<file path="config.mk">
export PLATFORM = sky130hd
export DESIGN_NAME = change_dispenser
export DESIGN_NICKNAME = d
export VERILOG_FILES = /design/src/rtl/change_dispenser.sv
export SDC_FILE = /design/constraint.sdc
export NUM_CORES = 1
export LEC_CHECK = 0
export BUFFER_PORTS_ARGS = -buffer_cell sky130_fd_sc_hd__buf_4
export CAP_MARGIN = 20
export CORE_UTILIZATION = 48
export CTS_BUF_LIST = sky130_fd_sc_hd__clkbuf_8 sky130_fd_sc_hd__clkbuf_16
export DETAILED_ROUTE_END_ITERATION = 8
export PLACE_DENSITY = 0.77
export SKIP_CTS_REPAIR_TIMING = 1
export SYNTH_ARGS = -nofsm -noshare
export SYNTH_HDL_FRONTEND = slang
export SYNTH_SLANG_ARGS = --single-unit
</file>
<file path="constraint.sdc">
create_clock -name CLK -period 1.5 [get_ports CLK]
set_input_delay 0.375 -clock CLK [delete_from_list [all_inputs] [get_ports CLK]]
set_output_delay 0.375 -clock CLK [all_outputs]
set_load 0.01 [all_outputs]
</file>
<file path="src/rtl/change_dispenser.sv">
// change_dispenser: greedy 5/2/1-ruble change payout FSM with per-denomination coin stock
module change_dispenser #(
  parameter logic [3:0] INIT_STOCK = 4'd8,
  parameter logic [3:0] STOCK_MAX = 4'd15
) (
  input  logic       CLK,
  input  logic       reset,
  input  logic       req,
  input  logic [3:0] amount,
  input  logic       coin_ack,
  input  logic       refill,
  output logic       coin_5,
  output logic       coin_2,
  output logic       coin_1,
  output logic       busy,
  output logic       done,
  output logic       short,
  output logic [3:0] owed,
  output logic [3:0] stock_5,
  output logic [3:0] stock_2,
  output logic [3:0] stock_1
);
  typedef enum logic [2:0] {IDLE, SEL, DISP, DONE, FAULT} state_t;
  state_t state, state_n;
  logic [2:0] coin, pick;
  logic [3:0] value;
  always_comb begin
    pick = (owed >= 4'd5 && stock_5 != 4'd0) ? 3'b100 :
           (owed >= 4'd2 && stock_2 != 4'd0) ? 3'b010 :
           (owed >= 4'd1 && stock_1 != 4'd0) ? 3'b001 : 3'b000;
    value = coin[2] ? 4'd5 : coin[1] ? 4'd2 : 4'd1;
    state_n = state;
    case (state)
      IDLE:    state_n = req ? SEL : IDLE;
      SEL:     state_n = owed == 4'd0 ? DONE : pick != 3'b000 ? DISP : FAULT;
      DISP:    state_n = coin_ack ? SEL : DISP;
      default: state_n = IDLE;
    endcase
  end
  always_ff @(posedge CLK) begin
    if (reset) begin
      state <= IDLE;
      owed <= 4'd0;
      coin <= 3'b000;
      stock_5 <= INIT_STOCK;
      stock_2 <= INIT_STOCK;
      stock_1 <= INIT_STOCK;
    end else begin
      state <= state_n;
      if (state == IDLE && refill) begin
        stock_5 <= STOCK_MAX;
        stock_2 <= STOCK_MAX;
        stock_1 <= STOCK_MAX;
      end
      if (state == IDLE && req) owed <= amount;
      if (state == SEL) coin <= pick;
      if (state == DISP && coin_ack) begin
        owed <= owed - value;
        if (coin[2]) stock_5 <= stock_5 - 4'd1;
        if (coin[1]) stock_2 <= stock_2 - 4'd1;
        if (coin[0]) stock_1 <= stock_1 - 4'd1;
      end
    end
  end
  assign coin_5 = state == DISP && coin[2];
  assign coin_2 = state == DISP && coin[1];
  assign coin_1 = state == DISP && coin[0];
  assign busy = state != IDLE;
  assign done = state == DONE;
  assign short = state == FAULT;
endmodule

</file>
==> flow_summary.ini <==
[pwr]
power.density_nw_per_um2 = 995.2
vdd_drop_max_mv = 0.8098
power_switching_share_pct = 33.89
internal-power_w = 0.001258
power.leakage_nw = 0.8089
pwr-share-clk_pct = 22.9
power_switching_w = 0.0006447
seqPwrFrac_pct = 38.3
combPwrFrac_pct = 38.8

[global_routing]
met2_usage_pct = 41.57
grt_usage_pct = 25.89
busiest_layer = met2
antenna_found_initial = 0
gr-usage-met3_pct = 3.611
grt_use_met1_pct = 35.35
first_global_vias = 1174
grt_overflow = 0
grt_pass1_wl_microns = 5457
grt_max_degree = 24

[worst_setup_path]
critPathLaunchType = flip-flop
crit_path_frequent_cell = buf_6
path_delay_family = flip-flops
crit_buf_inv = 3
critical_path_class = reg2out
path_cells = buf_6 -> nor3_4 -> inv_1 -> buf_6
slowest_delay_ns = 0.39
worst-endpoint-required_ns = 1.12
slowest_stage = dfxtp_4
cp-end-kind = output pin
path_max_fanout = 7
critical_path_arrival_ns = 1.17

[hold_path]
hp-class = in2reg

[drt]
ant_nets = 0
finalWirelength_microns = 3663
wl_per_cell_microns = 15.79
drtIter0Drc = 23
drc = 0
vias = 1357
first_pass_iters = 4
routed_via_density = 5.849

[floorplanning]
core_area_sq_um = 2545
die_w_microns = 54.67
start_util_pct = 52.31
num_rows = 18
dieHeight_microns = 54.67
io_pins = 31
die_area_sq_um = 2988

[placed_design]
numPortBuffers = 30
place.gp.congestion = 0.8304
dpl.hpwl_microns = 2535
post-place-cells = 222

[logic_synthesis]
synth_xor_area_share_pct = 0.6579
synth_area_leader_cell = dfxtp_1
netlist_instances = 152
synth_most_common_cell = dfxtp_1
synth.yosys.seq_area_share_pct = 33.08
synthArstFlopShare_pct = 0
ys.flop_type = dfxtp_1
ys_ff_latch = 22
synth.top_cell.area_share_pct = 33.08
synth_top_family_by_area = simple AND/OR/NAND/NOR gates
syn_area_sq_um = 1331
avgSynthCellArea_sq_um = 8.758
synth-edff-count = 0
ys_warn_count = 0
synthTopCellsByCount = dfxtp_1 (22), nor2_1 (18), a211oi_1 (12), inv_1 (12), nor3_1 (12)
muxShareOfSynthArea_pct = 0
synthSimpleGateAreaFrac_pct = 29.14
synth_area_leaders = dfxtp_1 (33%), a211oi_1 (6.8%), ha_1 (5.6%), nor2_1 (5.1%), nor3_1 (4.5%)
syn_nets = 168
synthAdderAreaFrac_pct = 7.143
synth_cell_types = 40
synth_compound_area_share_pct = 22.46

[cells_and_area]
area.sequential_sq_um = 455.4
final_nets = 219
fin_cells = 232
antenna_cells = 0
multi_input_area_sq_um = 894.6
fill_cells = 202
syn_to_final_growth_pct = 43.61
drive_above_1_share_pct = 47.03

[timing]
max_slew_margin_pct = 78.15
worst_pin_slew_ns = 0.3264
setup_tns_ns = -0.1124
report.final.slew_viol_count = 0
hold_violations = 0
skew_ns = 0.002478
period_needed_ns = 1.548
fin_crit_sh_pct = 103.2
setup_slack_ns = -0.04792
grt_setup_unrepaired = yes
fmax_mhz = 646.0
finalSetupViolCount = 3

[run]
cap_violations = 0

[cts]
cts_buffers = 3
cts_max_level = 1
cts.path.max_buffers = 2
clkSlewWorstSetupHoldPaths_ns = 0.08
clockRootBuffer = clkbuf_8
cts_tree = built
clock_sink_count = 22
clock_latency_ns = 0.26

[status]
status = complete, but fails checks
violations = negative setup slack
==> state kept, by name (all words and copies together) (netlist names) <==
signal	flops
stock_2	4
state	3
owed	4
coin	3
stock_5	4
stock_1	4
==> final cells by class <==
class                      instances  share of cell area, %
multi-input combinational        110                  46.79
sequential                        22                  23.82
timing repair buffer              54                  22.19
clock buffer                       4                  2.880
inverter                          12                  2.356
tap                               30                  1.963
==> placed cells by master (no fill, tap or decap), types with 2 or more instances in the layout <==
cell type / count
buf_4: 49
nor2_1: 16
dfxtp_1: 14
nor3_1: 12
inv_1: 11
a211oi_1: 9
dfxtp_2: 6
nand2_1: 5
a21oi_1: 5
nand3b_1: 5
ha_1: 5
buf_6: 5
clkbuf_8: 4
and3_1: 3
and3b_1: 3
o21ai_0: 3
o31a_2: 3
a211oi_2: 3
a311oi_1: 3
nor2_2: 2
nor3b_1: 2
a21o_4: 2
a21o_2: 2
and2_4: 2
a21oi_2: 2
dfxtp_4: 2
==> final timing paths <==
path / start / cells past startpoint / end / slack, ns
hold reg to reg: stock_2[0]$_SDFF_PP0_ / 1 / stock_2[0]$_SDFF_PP0_ / 0.54
setup / recovery: state[2]$_SDFF_PP0_ / 4 / busy / -0.05
setup reg to reg: coin[2]$_SDFFE_PP0P_ / 7 / owed[1]$_SDFFE_PP0P_ / -0.04
hold / removal: coin_ack / 2 / state[1]$_SDFF_PP0_ / 0.34
==> power by group through the flow <==
stage	combinational (W)	clock (W)	sequential [W]
after floorplan	0.000358	0	0.000744
after global placement	0.000596	0	0.000730
after detailed placement	0.000624	0	0.000736
after CTS	0.000633	0.000436	0.000723
after global routing	0.000803	0.000465	0.000741
final	0.000738	0.000435	0.000730
==> stage by stage <==
step	worst slack (ns)	util (%)	hold slack, ns	instance area, sq um	total power (W)
final	-0.04792	75.12	0.3352	1912	0.001903
after global routing	-0.08747	75.12	0.3330	1912	0.002009
after detailed placement	-0.06730	66.62	0.5137	1695	0.001360
after global placement	0.003043	66.62	0.5076	1695	0.001326
after floorplan	-0.01026	-	0.4645	1353	0.001102
after CTS	-0.2624	68.78	0.3276	1750	0.001791
==> cells by family (layout without fill, tap and decap cells) <==
logic type                 after synthesis  in the layout
AOI/OAI and AO/OA                       40             40
xor gates and xnor gates                 1              1
adders and majority gates                7              7
buffers and inverters                   20             70
DFF                                     22             22
and+or+nand+nor                         62             62
==> layer usage <==
metal | share of wire (%) | vias to the layer above
met5 | 0 | -
li1 | - | 656
met3 | 4.9 | 8
met2 | 49 | 43
met1 | 44 | 650
met4 | 2.0 | 0
(Power assumes the default switching activity.)
